--- src/rtl/ddr2_local_master_if.sv ---
// Client-side and DDR2-local-side signals of the local master.
// The master modport is the local master's view; slave is the environment's view.
interface ddr2_local_master_if #(
  parameter int ADDR_W = 24,
  parameter int DATA_W = 32,
  parameter int BE_W   = 4
);
  logic              cmd_valid;
  logic              cmd_ready;
  logic              cmd_write;
  logic [ADDR_W-1:0] cmd_addr;
  logic [3:0]        cmd_len;
  logic              wr_valid;
  logic              wr_ready;
  logic [DATA_W-1:0] wr_data;
  logic [BE_W-1:0]   wr_be;
  logic              rd_valid;
  logic [DATA_W-1:0] rd_data;
  logic              cmd_err;
  logic              rd_underflow;
  logic              local_init_done;
  logic              local_ready;
  logic [ADDR_W-1:0] local_address;
  logic [3:0]        local_size;
  logic              local_burstbegin;
  logic              local_read_req;
  logic              local_write_req;
  logic [DATA_W-1:0] local_wdata;
  logic [BE_W-1:0]   local_be;
  logic [DATA_W-1:0] local_rdata;
  logic              local_rdata_valid;

  modport master (
    input  cmd_valid, cmd_write, cmd_addr, cmd_len, wr_valid, wr_data, wr_be,
    input  local_init_done, local_ready, local_rdata, local_rdata_valid,
    output cmd_ready, wr_ready, rd_valid, rd_data, cmd_err, rd_underflow,
    output local_address, local_size, local_burstbegin, local_read_req,
    output local_write_req, local_wdata, local_be
  );

  modport slave (
    output cmd_valid, cmd_write, cmd_addr, cmd_len, wr_valid, wr_data, wr_be,
    output local_init_done, local_ready, local_rdata, local_rdata_valid,
    input  cmd_ready, wr_ready, rd_valid, rd_data, cmd_err, rd_underflow,
    input  local_address, local_size, local_burstbegin, local_read_req,
    input  local_write_req, local_wdata, local_be
  );
endinterface

--- src/rtl/ddr2_local_master.sv ---
// Client-facing master for the DDR2 controller local burst interface: issues
// read/write bursts, reserves read credit at accept time, returns read data.
module ddr2_local_master #(
  parameter int ADDR_W       = 24,
  parameter int DATA_W       = 32,
  parameter int BE_W         = 4,
  parameter int MAX_BURST    = 4,
  parameter int MAX_RD_BEATS = 32
) (
  input logic                 phy_clk,
  input logic                 reset_phy_clk,
  ddr2_local_master_if.master bus
);
  localparam int CNT_W = $clog2(MAX_RD_BEATS + 1);
  localparam int SUM_W = CNT_W + 1;
  localparam logic [SUM_W-1:0] MAX_RD_L    = SUM_W'(MAX_RD_BEATS);
  localparam logic [3:0]       MAX_BURST_L = 4'(MAX_BURST);

  typedef enum logic [1:0] {IDLE = 2'd0, WR_BURST = 2'd1, RD_REQ = 2'd2} state_t;

  state_t            state_q, state_d;
  logic [CNT_W-1:0]  rd_cnt_q, rd_cnt_d;
  logic [3:0]        beat_cnt_q, beat_cnt_d;
  logic              first_q, first_d;
  logic [ADDR_W-1:0] addr_q, addr_d;
  logic [3:0]        size_q, size_d;
  logic              err_q, err_d;
  logic              uflow_q, uflow_d;
  logic              rv_q;
  logic [DATA_W-1:0] rdata_q;

  logic              cmd_ready_s, wr_ready_s, wreq_s, rreq_s, bb_s;
  logic [DATA_W-1:0] wdata_s;
  logic [BE_W-1:0]   be_s;
  logic              credit_ok_s, accept_s, len_bad_s, wr_fire_s, last_beat_s, dec_s;
  logic [SUM_W-1:0]  reserve_s, cnt_sum_s;

  assign credit_ok_s = ({1'b0, rd_cnt_q} + SUM_W'(bus.cmd_len)) <= MAX_RD_L;
  assign accept_s    = bus.cmd_valid & cmd_ready_s;
  assign len_bad_s   = (bus.cmd_len == 4'd0) | (bus.cmd_len > MAX_BURST_L);
  assign wr_fire_s   = (state_q == WR_BURST) & bus.wr_valid & bus.local_ready;
  assign last_beat_s = wr_fire_s & (beat_cnt_q == 4'd1);
  // A return beat only consumes credit when some is actually reserved.
  assign dec_s       = bus.local_rdata_valid & (rd_cnt_q != {CNT_W{1'b0}});
  assign cnt_sum_s   = {1'b0, rd_cnt_q} + reserve_s - SUM_W'(dec_s);

  always_ff @(posedge phy_clk or posedge reset_phy_clk) begin
    if (reset_phy_clk) begin
      state_q <= IDLE;
    end else begin
      state_q <= state_d;
    end
  end

  always_comb begin
    state_d = state_q;
    case (state_q)
      IDLE: begin
        if (accept_s & ~len_bad_s) begin
          state_d = bus.cmd_write ? WR_BURST : RD_REQ;
        end else begin
          state_d = IDLE;
        end
      end
      WR_BURST: begin
        if (last_beat_s) state_d = IDLE;
        else             state_d = WR_BURST;
      end
      RD_REQ: begin
        if (bus.local_ready) state_d = IDLE;
        else                 state_d = RD_REQ;
      end
      default: state_d = IDLE;
    endcase
  end

  // Reset is folded into cmd_ready so it reads 0 while reset is held.
  always_comb begin
    cmd_ready_s = 1'b0;
    wr_ready_s  = 1'b0;
    wreq_s      = 1'b0;
    rreq_s      = 1'b0;
    bb_s        = 1'b0;
    wdata_s     = {DATA_W{1'b0}};
    be_s        = {BE_W{1'b0}};
    case (state_q)
      IDLE: begin
        cmd_ready_s = ~reset_phy_clk & bus.local_init_done & (bus.cmd_write | credit_ok_s);
      end
      WR_BURST: begin
        wr_ready_s = bus.local_ready;
        wreq_s     = bus.wr_valid;
        bb_s       = first_q;
        wdata_s    = bus.wr_data;
        be_s       = bus.wr_be;
      end
      RD_REQ: begin
        rreq_s = 1'b1;
        bb_s   = 1'b1;
      end
      default: cmd_ready_s = 1'b0;
    endcase
  end

  always_comb begin
    beat_cnt_d = beat_cnt_q;
    first_d    = first_q;
    addr_d     = addr_q;
    size_d     = size_q;
    err_d      = err_q;
    reserve_s  = {SUM_W{1'b0}};
    if (accept_s & len_bad_s) begin
      err_d = 1'b1;
    end else if (accept_s) begin
      addr_d     = bus.cmd_addr;
      size_d     = bus.cmd_len;
      beat_cnt_d = bus.cmd_len;
      first_d    = bus.cmd_write;
      reserve_s  = bus.cmd_write ? {SUM_W{1'b0}} : SUM_W'(bus.cmd_len);
    end else if (wr_fire_s) begin
      beat_cnt_d = beat_cnt_q - 4'd1;
      first_d    = 1'b0;
    end else begin
      beat_cnt_d = beat_cnt_q;
    end
    rd_cnt_d = cnt_sum_s[CNT_W-1:0];
    uflow_d  = uflow_q | (bus.local_rdata_valid & (rd_cnt_q == {CNT_W{1'b0}}));
  end

  always_ff @(posedge phy_clk or posedge reset_phy_clk) begin
    if (reset_phy_clk) begin
      rd_cnt_q   <= {CNT_W{1'b0}};
      beat_cnt_q <= 4'd0;
      first_q    <= 1'b0;
      addr_q     <= {ADDR_W{1'b0}};
      size_q     <= 4'd0;
      err_q      <= 1'b0;
      uflow_q    <= 1'b0;
      rv_q       <= 1'b0;
      rdata_q    <= {DATA_W{1'b0}};
    end else begin
      rd_cnt_q   <= rd_cnt_d;
      beat_cnt_q <= beat_cnt_d;
      first_q    <= first_d;
      addr_q     <= addr_d;
      size_q     <= size_d;
      err_q      <= err_d;
      uflow_q    <= uflow_d;
      rv_q       <= bus.local_rdata_valid;
      rdata_q    <= bus.local_rdata;
    end
  end

  assign bus.cmd_ready        = cmd_ready_s;
  assign bus.wr_ready         = wr_ready_s;
  assign bus.local_write_req  = wreq_s;
  assign bus.local_read_req   = rreq_s;
  assign bus.local_burstbegin = bb_s;
  assign bus.local_wdata      = wdata_s;
  assign bus.local_be         = be_s;
  assign bus.local_address    = addr_q;
  assign bus.local_size       = size_q;
  assign bus.cmd_err          = err_q;
  assign bus.rd_underflow     = uflow_q;
  assign bus.rd_valid         = rv_q;
  assign bus.rd_data          = rdata_q;
endmodule
--- src/flat_wrapper.sv ---
// flat-port wrapper written by rule: the top's interface ports become plain ports
module ddr2_local_master_flat 
#(
  parameter int ADDR_W       = 24,
  parameter int DATA_W       = 32,
  parameter int BE_W         = 4,
  parameter int MAX_BURST    = 4,
  parameter int MAX_RD_BEATS = 32
)
  (phy_clk, reset_phy_clk, bus_cmd_valid, bus_cmd_write, bus_cmd_addr, bus_cmd_len, bus_wr_valid, bus_wr_data, bus_wr_be, bus_local_init_done, bus_local_ready, bus_local_rdata, bus_local_rdata_valid, bus_cmd_ready, bus_wr_ready, bus_rd_valid, bus_rd_data, bus_cmd_err, bus_rd_underflow, bus_local_address, bus_local_size, bus_local_burstbegin, bus_local_read_req, bus_local_write_req, bus_local_wdata, bus_local_be);
  ddr2_local_master_if #(.ADDR_W(ADDR_W), .DATA_W(DATA_W), .BE_W(BE_W)) bus_i ();
  input logic phy_clk;
  input logic reset_phy_clk;
  input wire logic [$bits(bus_i.cmd_valid)-1:0] bus_cmd_valid;
  input wire logic [$bits(bus_i.cmd_write)-1:0] bus_cmd_write;
  input wire logic [$bits(bus_i.cmd_addr)-1:0] bus_cmd_addr;
  input wire logic [$bits(bus_i.cmd_len)-1:0] bus_cmd_len;
  input wire logic [$bits(bus_i.wr_valid)-1:0] bus_wr_valid;
  input wire logic [$bits(bus_i.wr_data)-1:0] bus_wr_data;
  input wire logic [$bits(bus_i.wr_be)-1:0] bus_wr_be;
  input wire logic [$bits(bus_i.local_init_done)-1:0] bus_local_init_done;
  input wire logic [$bits(bus_i.local_ready)-1:0] bus_local_ready;
  input wire logic [$bits(bus_i.local_rdata)-1:0] bus_local_rdata;
  input wire logic [$bits(bus_i.local_rdata_valid)-1:0] bus_local_rdata_valid;
  output wire logic [$bits(bus_i.cmd_ready)-1:0] bus_cmd_ready;
  output wire logic [$bits(bus_i.wr_ready)-1:0] bus_wr_ready;
  output wire logic [$bits(bus_i.rd_valid)-1:0] bus_rd_valid;
  output wire logic [$bits(bus_i.rd_data)-1:0] bus_rd_data;
  output wire logic [$bits(bus_i.cmd_err)-1:0] bus_cmd_err;
  output wire logic [$bits(bus_i.rd_underflow)-1:0] bus_rd_underflow;
  output wire logic [$bits(bus_i.local_address)-1:0] bus_local_address;
  output wire logic [$bits(bus_i.local_size)-1:0] bus_local_size;
  output wire logic [$bits(bus_i.local_burstbegin)-1:0] bus_local_burstbegin;
  output wire logic [$bits(bus_i.local_read_req)-1:0] bus_local_read_req;
  output wire logic [$bits(bus_i.local_write_req)-1:0] bus_local_write_req;
  output wire logic [$bits(bus_i.local_wdata)-1:0] bus_local_wdata;
  output wire logic [$bits(bus_i.local_be)-1:0] bus_local_be;
  assign bus_i.cmd_valid = bus_cmd_valid;
  assign bus_i.cmd_write = bus_cmd_write;
  assign bus_i.cmd_addr = bus_cmd_addr;
  assign bus_i.cmd_len = bus_cmd_len;
  assign bus_i.wr_valid = bus_wr_valid;
  assign bus_i.wr_data = bus_wr_data;
  assign bus_i.wr_be = bus_wr_be;
  assign bus_i.local_init_done = bus_local_init_done;
  assign bus_i.local_ready = bus_local_ready;
  assign bus_i.local_rdata = bus_local_rdata;
  assign bus_i.local_rdata_valid = bus_local_rdata_valid;
  assign bus_cmd_ready = bus_i.cmd_ready;
  assign bus_wr_ready = bus_i.wr_ready;
  assign bus_rd_valid = bus_i.rd_valid;
  assign bus_rd_data = bus_i.rd_data;
  assign bus_cmd_err = bus_i.cmd_err;
  assign bus_rd_underflow = bus_i.rd_underflow;
  assign bus_local_address = bus_i.local_address;
  assign bus_local_size = bus_i.local_size;
  assign bus_local_burstbegin = bus_i.local_burstbegin;
  assign bus_local_read_req = bus_i.local_read_req;
  assign bus_local_write_req = bus_i.local_write_req;
  assign bus_local_wdata = bus_i.local_wdata;
  assign bus_local_be = bus_i.local_be;
  ddr2_local_master #(.ADDR_W(ADDR_W), .DATA_W(DATA_W), .BE_W(BE_W), .MAX_BURST(MAX_BURST), .MAX_RD_BEATS(MAX_RD_BEATS)) u_core (.phy_clk(phy_clk), .reset_phy_clk(reset_phy_clk), .bus(bus_i));
endmodule
--- config.mk ---
export PLATFORM = sky130hd
export DESIGN_NAME = ddr2_local_master_flat
export DESIGN_NICKNAME = d
export VERILOG_FILES = /design/src/rtl/ddr2_local_master_if.sv /design/src/rtl/ddr2_local_master.sv /design/src/flat_wrapper.sv
export SDC_FILE = /design/constraint.sdc
export NUM_CORES = 1
export LEC_CHECK = 0
export ABC_AREA = 0
export BUFFER_PORTS_ARGS = -buffer_cell sky130_fd_sc_hd__buf_4
export CAP_MARGIN = 20
export CORE_MARGIN = 2
export CORE_UTILIZATION = 40
export DETAILED_ROUTE_END_ITERATION = 7
export PLACE_DENSITY = 0.74
export SYNTH_ARGS = -nofsm -noshare
export SYNTH_HDL_FRONTEND = slang
export SYNTH_SLANG_ARGS = --single-unit
export TNS_END_PERCENT = 10
--- constraint.sdc ---
create_clock -name phy_clk -period 12.57 [get_ports phy_clk]
set_input_delay 1.8855 -clock phy_clk [delete_from_list [all_inputs] [get_ports phy_clk]]
set_output_delay 1.8855 -clock phy_clk [all_outputs]
set_load 0.01 [all_outputs]
# Yosys cells after proc, flatten, opt, wreduce, memory -nomap -nowiden
# Index checks and enable logic that the tools add are counted.
[totals]
regBits = 76
inputBits = 104
out_inout_bits = 104
[classes]
n_addsub = 4
n_lt_le_gt_ge = 2
n_eq_ne = 3
n_mux = 19
n_bitwise = 16
n_reduce_logical = 7
[op_table]
columns = ["cell", "n"]
rows = [
  ["$mux W32", 1],
  ["$mux W4", 5],
  ["$and A1 B1 Y1", 10],
  ["$add A6 B4 Y7", 1],
  ["$le A7 B6 Y1 const B", 1],
  ["$mux W1", 7],
  ["$add A6 B6 Y6", 1],
  ["$logic_not A6 Y1", 1],
  ["$mux W2", 3],
  ["$mux W6", 1],
  ["$pmux W2 S3", 1],
  ["$reduce_bool A6 Y1", 1],
  ["$sub A6 B1 Y6", 1],
  ["$eq A4 B1 Y1 const B", 1],
  ["$gt A4 B3 Y1 const B", 1],
  ["$logic_not A4 Y1", 1],
  ["$reduce_and A2 Y1", 2],
  ["$sub A4 B1 Y4 const B", 1],
  ["$not A1 Y1", 3],
  ["$or A1 B1 Y1", 3],
  ["$eq A2 B1 Y1 const B", 1],
  ["$eq A2 B2 Y1 const B", 1],
  ["$logic_not A2 Y1", 1],
  ["$pmux W1 S2", 1],
  ["$reduce_bool A2 Y1", 1],
]

# Depth between registers and ports, before layout
[logic_depth]
depth_word = 10
mapped_depth = 17

# Worst setup path after synthesis
# Ideal clock, no wire load.
[synth_path]
path_kind = "input to register"
from = "input port reset_phy_clk"
to = "register u_core.rd_cnt_q[5]"
setup_ps = 79
arrival_ps = 6324
path_slack_ps = 6167
path_stages = 15
n_path_buf = 1
path_cell_list = "inv_1 > and3_1 > nand2_1 > a221oi_4 > o21ai_4 > buf_6 > or3_1 > ha_1 > inv_1 > ha_1 > a21o_1 > a21oi_1 > o21bai_1 > a21oi_1 > xor2_1"
[synth_via]
elab_chain_len = 9
word_cells_on_any_way = 10
[synth_lines]
columns = ["item", "line", "text"]
rows = [
  ["start, declared", "flat_wrapper.sv:13", "input logic reset_phy_clk;"],
  ["$not A1 Y1 (*)", "ddr2_local_master.sv:88", "cmd_ready_s = ~reset_phy_clk & bus.local_init_done & (bus.cmd_write | credit_ok_s);"],
  ["$and A1 B1 Y1 (*) (2 in a row)", "ddr2_local_master.sv:88", ""],
  ["$mux W1 (*)", "ddr2_local_master.sv:86", "case (state_q)"],
  ["$and A1 B1 Y1 (*)", "ddr2_local_master.sv:39", "assign accept_s = bus.cmd_valid & cmd_ready_s;"],
  ["$mux W4 or $and A1 B1 Y1 (tied branches)", "ddr2_local_master.sv:114, ddr2_local_master.sv:112", ""],
  ["$mux W6 (*)", "ddr2_local_master.sv:112", "if (accept_s & len_bad_s) begin"],
  ["$add A6 B6 Y6 (*)", "ddr2_local_master.sv:45", "assign cnt_sum_s = {1'b0, rd_cnt_q} + reserve_s - SUM_W'(dec_s);"],
  ["$sub A6 B1 Y6 (*)", "ddr2_local_master.sv:45", ""],
  ["named net u_core.cnt_sum_s[5]", "ddr2_local_master.sv:36", "logic [SUM_W-1:0] reserve_s, cnt_sum_s;"],
  ["end signal, assigned", "ddr2_local_master.sv:132", "rd_cnt_q <= {CNT_W{1'b0}};"],
  ["end signal, assigned", "ddr2_local_master.sv:142", "rd_cnt_q <= rd_cnt_d;"],
  ["end, declared", "ddr2_local_master.sv:22", "logic [CNT_W-1:0] rd_cnt_q, rd_cnt_d;"],
]
# Mark *: on every way through the listed nets, which the timed path passes. The rest lies on a longest branch.
# A chain may end at the register's enable or synchronous reset.

# Worst setup path after layout
[layout_path]
from = "input port bus_cmd_len[0]"
to = "register u_core.rd_cnt_q[5]"
[layout_via]
elab_chain_len = 10
word_cells_on_any_way = 15
[layout_lines]
columns = ["item", "line", "text"]
rows = [
  ["start, declared", "flat_wrapper.sv:17", "input wire logic [$bits(bus_i.cmd_len)-1:0] bus_cmd_len;"],
  ["$add A6 B4 Y7", "ddr2_local_master.sv:38", "assign credit_ok_s = ({1'b0, rd_cnt_q} + SUM_W'(bus.cmd_len)) <= MAX_RD_L;"],
  ["$le A7 B6 Y1", "ddr2_local_master.sv:38", ""],
  ["$or A1 B1 Y1", "ddr2_local_master.sv:88", ""],
  ["$and A1 B1 Y1", "ddr2_local_master.sv:88", ""],
  ["$mux W1", "ddr2_local_master.sv:86", ""],
  ["$and A1 B1 Y1", "ddr2_local_master.sv:39", ""],
  ["$mux W4 or $and A1 B1 Y1 (tied branches)", "ddr2_local_master.sv:114, ddr2_local_master.sv:112", ""],
  ["$mux W6 (*)", "ddr2_local_master.sv:112", ""],
  ["$add A6 B6 Y6 (*)", "ddr2_local_master.sv:45", ""],
  ["$sub A6 B1 Y6 (*)", "ddr2_local_master.sv:45", ""],
  ["named net u_core.cnt_sum_s[5]", "ddr2_local_master.sv:36", ""],
]
# Marked as above.

==> results.json <==
{
  "synthFlopType": "dfrtp_1",
  "yosys.area.top_type": "dfrtp_1",
  "drive_above_1_share": 0.5161,
  "rsz0062_at_grt": "false",
  "ios": 208,
  "setup_violations": 0,
  "ir_drop_uv": 110.7,
  "syn2layout_area_growth_pct": 52.00,
  "wl_um": 9326,
  "syn_area_per_cell_sq_um": 12.55,
  "dr.pass1.iters": 4,
  "postPlaceCellArea_sq_mm": 0.005179,
  "relSlewSlack": 0.4131,
  "critPathCaptureType": "register",
  "clock_tree.root_cell": "clkbuf_8",
  "clk_pin_slew_ns": 0.08,
  "async_flop_share": 1.000,
  "die_y_um": 97.91,
  "grt.met3_usage": 0.05512,
  "leakagePower_uw": 0.002868,
  "cts_resized": 0,
  "final_util": 0.6208,
  "die_area_sq_mm": 0.009585,
  "cts_tree": "done",
  "clk_path_buf_depth": 2,
  "synth_edf_count": 0,
  "drc_errors": 0,
  "arrival_ns": 6.07,
  "hold_class": "register to register",
  "clock_latency_ns": 0.33,
  "yosysUniqueCellTypes": 38,
  "grt_busiest_layer": "met2",
  "vias": 2822,
  "ys.warnings.count": 0,
  "numPortBuffers": 207,
  "use_met2": 0.3462,
  "overflow": 0,
  "core_area_sq_mm": 0.008636,
  "worst_pin_slew_ns": 0.8804,
  "grt_max_degree": 45,
  "cts_hold_buf": 0,
  "seq_area_frac_synth": 0.5392,
  "cts_buffers": 9,
  "synth_top_area_frac": 0.5392,
  "period_minus_slack_ns": 5.819,
  "crit_fanout": 12,
  "setup_tns_ns": 0,
  "r2r_setup_slack_ns": 8.05,
  "cts.sinks": 76,
  "detail-route-antenna-nets": 0,
  "fillers": 703,
  "rows": 34,
  "initial_core_util": 0.4084,
  "grt_pass1_wl_um": 14640,
  "syn_nets": 408,
  "grt_pass1_vias": 2863,
  "wire_per_inst_um": 15.39,
  "maxCapViolCount": 0,
  "slew_violations": 0,
  "place.gp.congestion": 0.8284,
  "power_density_mw_per_mm2": 191.0,
  "start_kind": "primary input",
  "final_area_sq_mm": 0.005361,
  "antenna_found_initial": 0,
  "hold_viol_final": 0,
  "gr-usage-met1": 0.2172,
  "path_class": "primary input to register",
  "cts_setup_buffers": 0,
  "synth_area_leaders": "dfrtp_1, mux2_4, ha_1",
  "run_status": "finished clean",
  "die_x_um": 97.91,
  "n_antenna_cell": 0,
  "htreeDepth": 3,
  "vias_per_cell": 4.657,
  "dp_hpwl_um": 7335,
  "syn_area_sq_mm": 0.003527,
  "fin_nets": 620,
  "skew_ns": 0.009720,
  "drt-initial-drc-count": 84,
  "grt_use_total": 0.1910,
  "synth_seq_cells": 76,
  "synthCells": 281,
  "fin_crit_sh": 0.4629,
  "crit_required_ns": 12.82,
  "max_freq_ghz": 0.1718
}
[routing by layer]
| metal | vias up | routed length, um |
|---|---|---|
| met5 | - | 0 |
| met4 | 0 | 125 |
| met3 | 8 | 747 |
| met2 | 123 | 5050 |
| met1 | 1336 | 3402 |
| li1 | 1355 | - |
[report_power, final]
group	switching, uW	internal (uW)	leakage, uW
Sequential	45.6	316	0.000914
Clock	95.8	74.8	0.0000921
Combinational	222	270	0.00186
[final cells by class]
class                   instances  area (sq um)  share of cell area
multi-input cells             168          1464              0.2730
repair buffers                209          1569              0.2926
clock buffers                   9         123.9             0.02310
clock inverters                 7         58.81             0.01097
well taps                     108         135.1             0.02520
inverters                      29         108.9             0.02030
flip-flops and latches         76          1902              0.3547
[through the flow]
step           std cells  total power (uW)  setup slack [ns]  hold WS (ns)
6_report             606              1024             6.751        0.4694
3_3_place_gp         590             844.9             6.567        0.4434
3_5_place_dp         590             859.4             6.454        0.4497
2_1_floorplan        281             644.3             6.167        0.4932
4_1_cts              606              1035             6.763        0.4716
5_1_grt              606              1097             6.568        0.4874
[worst paths after layout]
path | start | to | cells past startpoint
setup / recovery | bus_cmd_len[0] | u_core.rd_cnt_q[5] | 17
max in group asynchronous | reset_phy_clk | u_core.bus.local_size[3] | 3
setup reg to reg | u_core.rd_cnt_q[0] | u_core.rd_cnt_q[5] | 16
hold / removal | u_core.bus.rd_underflow | u_core.bus.rd_underflow | 1
min in group asynchronous | reset_phy_clk | u_core.bus.rd_data[30] | 2
hold reg to reg | u_core.bus.rd_underflow | u_core.bus.rd_underflow | 1
[logic make-up (layout without fill, tap and decap cells)]
| family | count (synthesis) | count (layout) | synth area share |
|---|---|---|---|
| other | 1 | 1 | 0.001063 |
| flip-flops | 76 | 76 | 0.5392 |
| AND/OR/NAND/NOR | 75 | 75 | 0.1238 |
| adder cells (fa/ha/maj) | 23 | 23 | 0.08585 |
| AO/OA/AOI/OAI | 35 | 35 | 0.07734 |
| multiplexers | 27 | 27 | 0.1096 |
| buffers and inverters | 37 | 254 | 0.04576 |
| XOR/XNOR | 7 | 7 | 0.01738 |
[flip-flops by register name, indices dropped and copies added (netlist names)]
register and cells:
u_core.first_q 1, u_core.bus.rd_data 32, u_core.state_q 2, u_core.bus.rd_valid 1
u_core.bus.local_size 4, u_core.rd_cnt_q 6, u_core.beat_cnt_q 4, u_core.bus.local_address 24
u_core.bus.cmd_err 1, u_core.bus.rd_underflow 1
[cells in the final DEF, fill, tap and decap left out, types with 4 or more instances in the layout]
| master | n |
|---|---|
| a211o_1 | 4 |
| a21o_1 | 5 |
| a21oi_1 | 7 |
| and2_1 | 39 |
| buf_4 | 209 |
| clkbuf_8 | 9 |
| dfrtp_1 | 76 |
| ha_1 | 21 |
| inv_1 | 28 |
| mux2_2 | 5 |
| mux2_4 | 22 |
| nand2_1 | 9 |
| nand3_1 | 5 |
| o211ai_1 | 7 |
| or3_1 | 4 |
| xnor2_1 | 5 |
[worst max-delay path, stage by stage]
cell      delay, ns
buf_4          0.13
ha_1           0.23
fa_1           0.41
xor2_1         0.15
or3_1          0.31
a221o_1        0.32
a221oi_4       0.49
o21ai_4        0.24
or3_1          0.36
ha_1           0.32
inv_1          0.06
ha_1           0.30
a21o_1         0.19
a21oi_1        0.22
o21bai_1       0.10
a21oi_1        0.17
xor2_1         0.17
[synth_stat cells (all sizes together) (5+ instances only)]
library cell	n
a21o	5
a21oi	7
and2	39
clkbuf	5
dfrtp	76
ha	21
inv	29
mux2	27
nand2	9
nand3	5
o211ai	7
xnor2	5
Power figures use the tool's default switching activity.
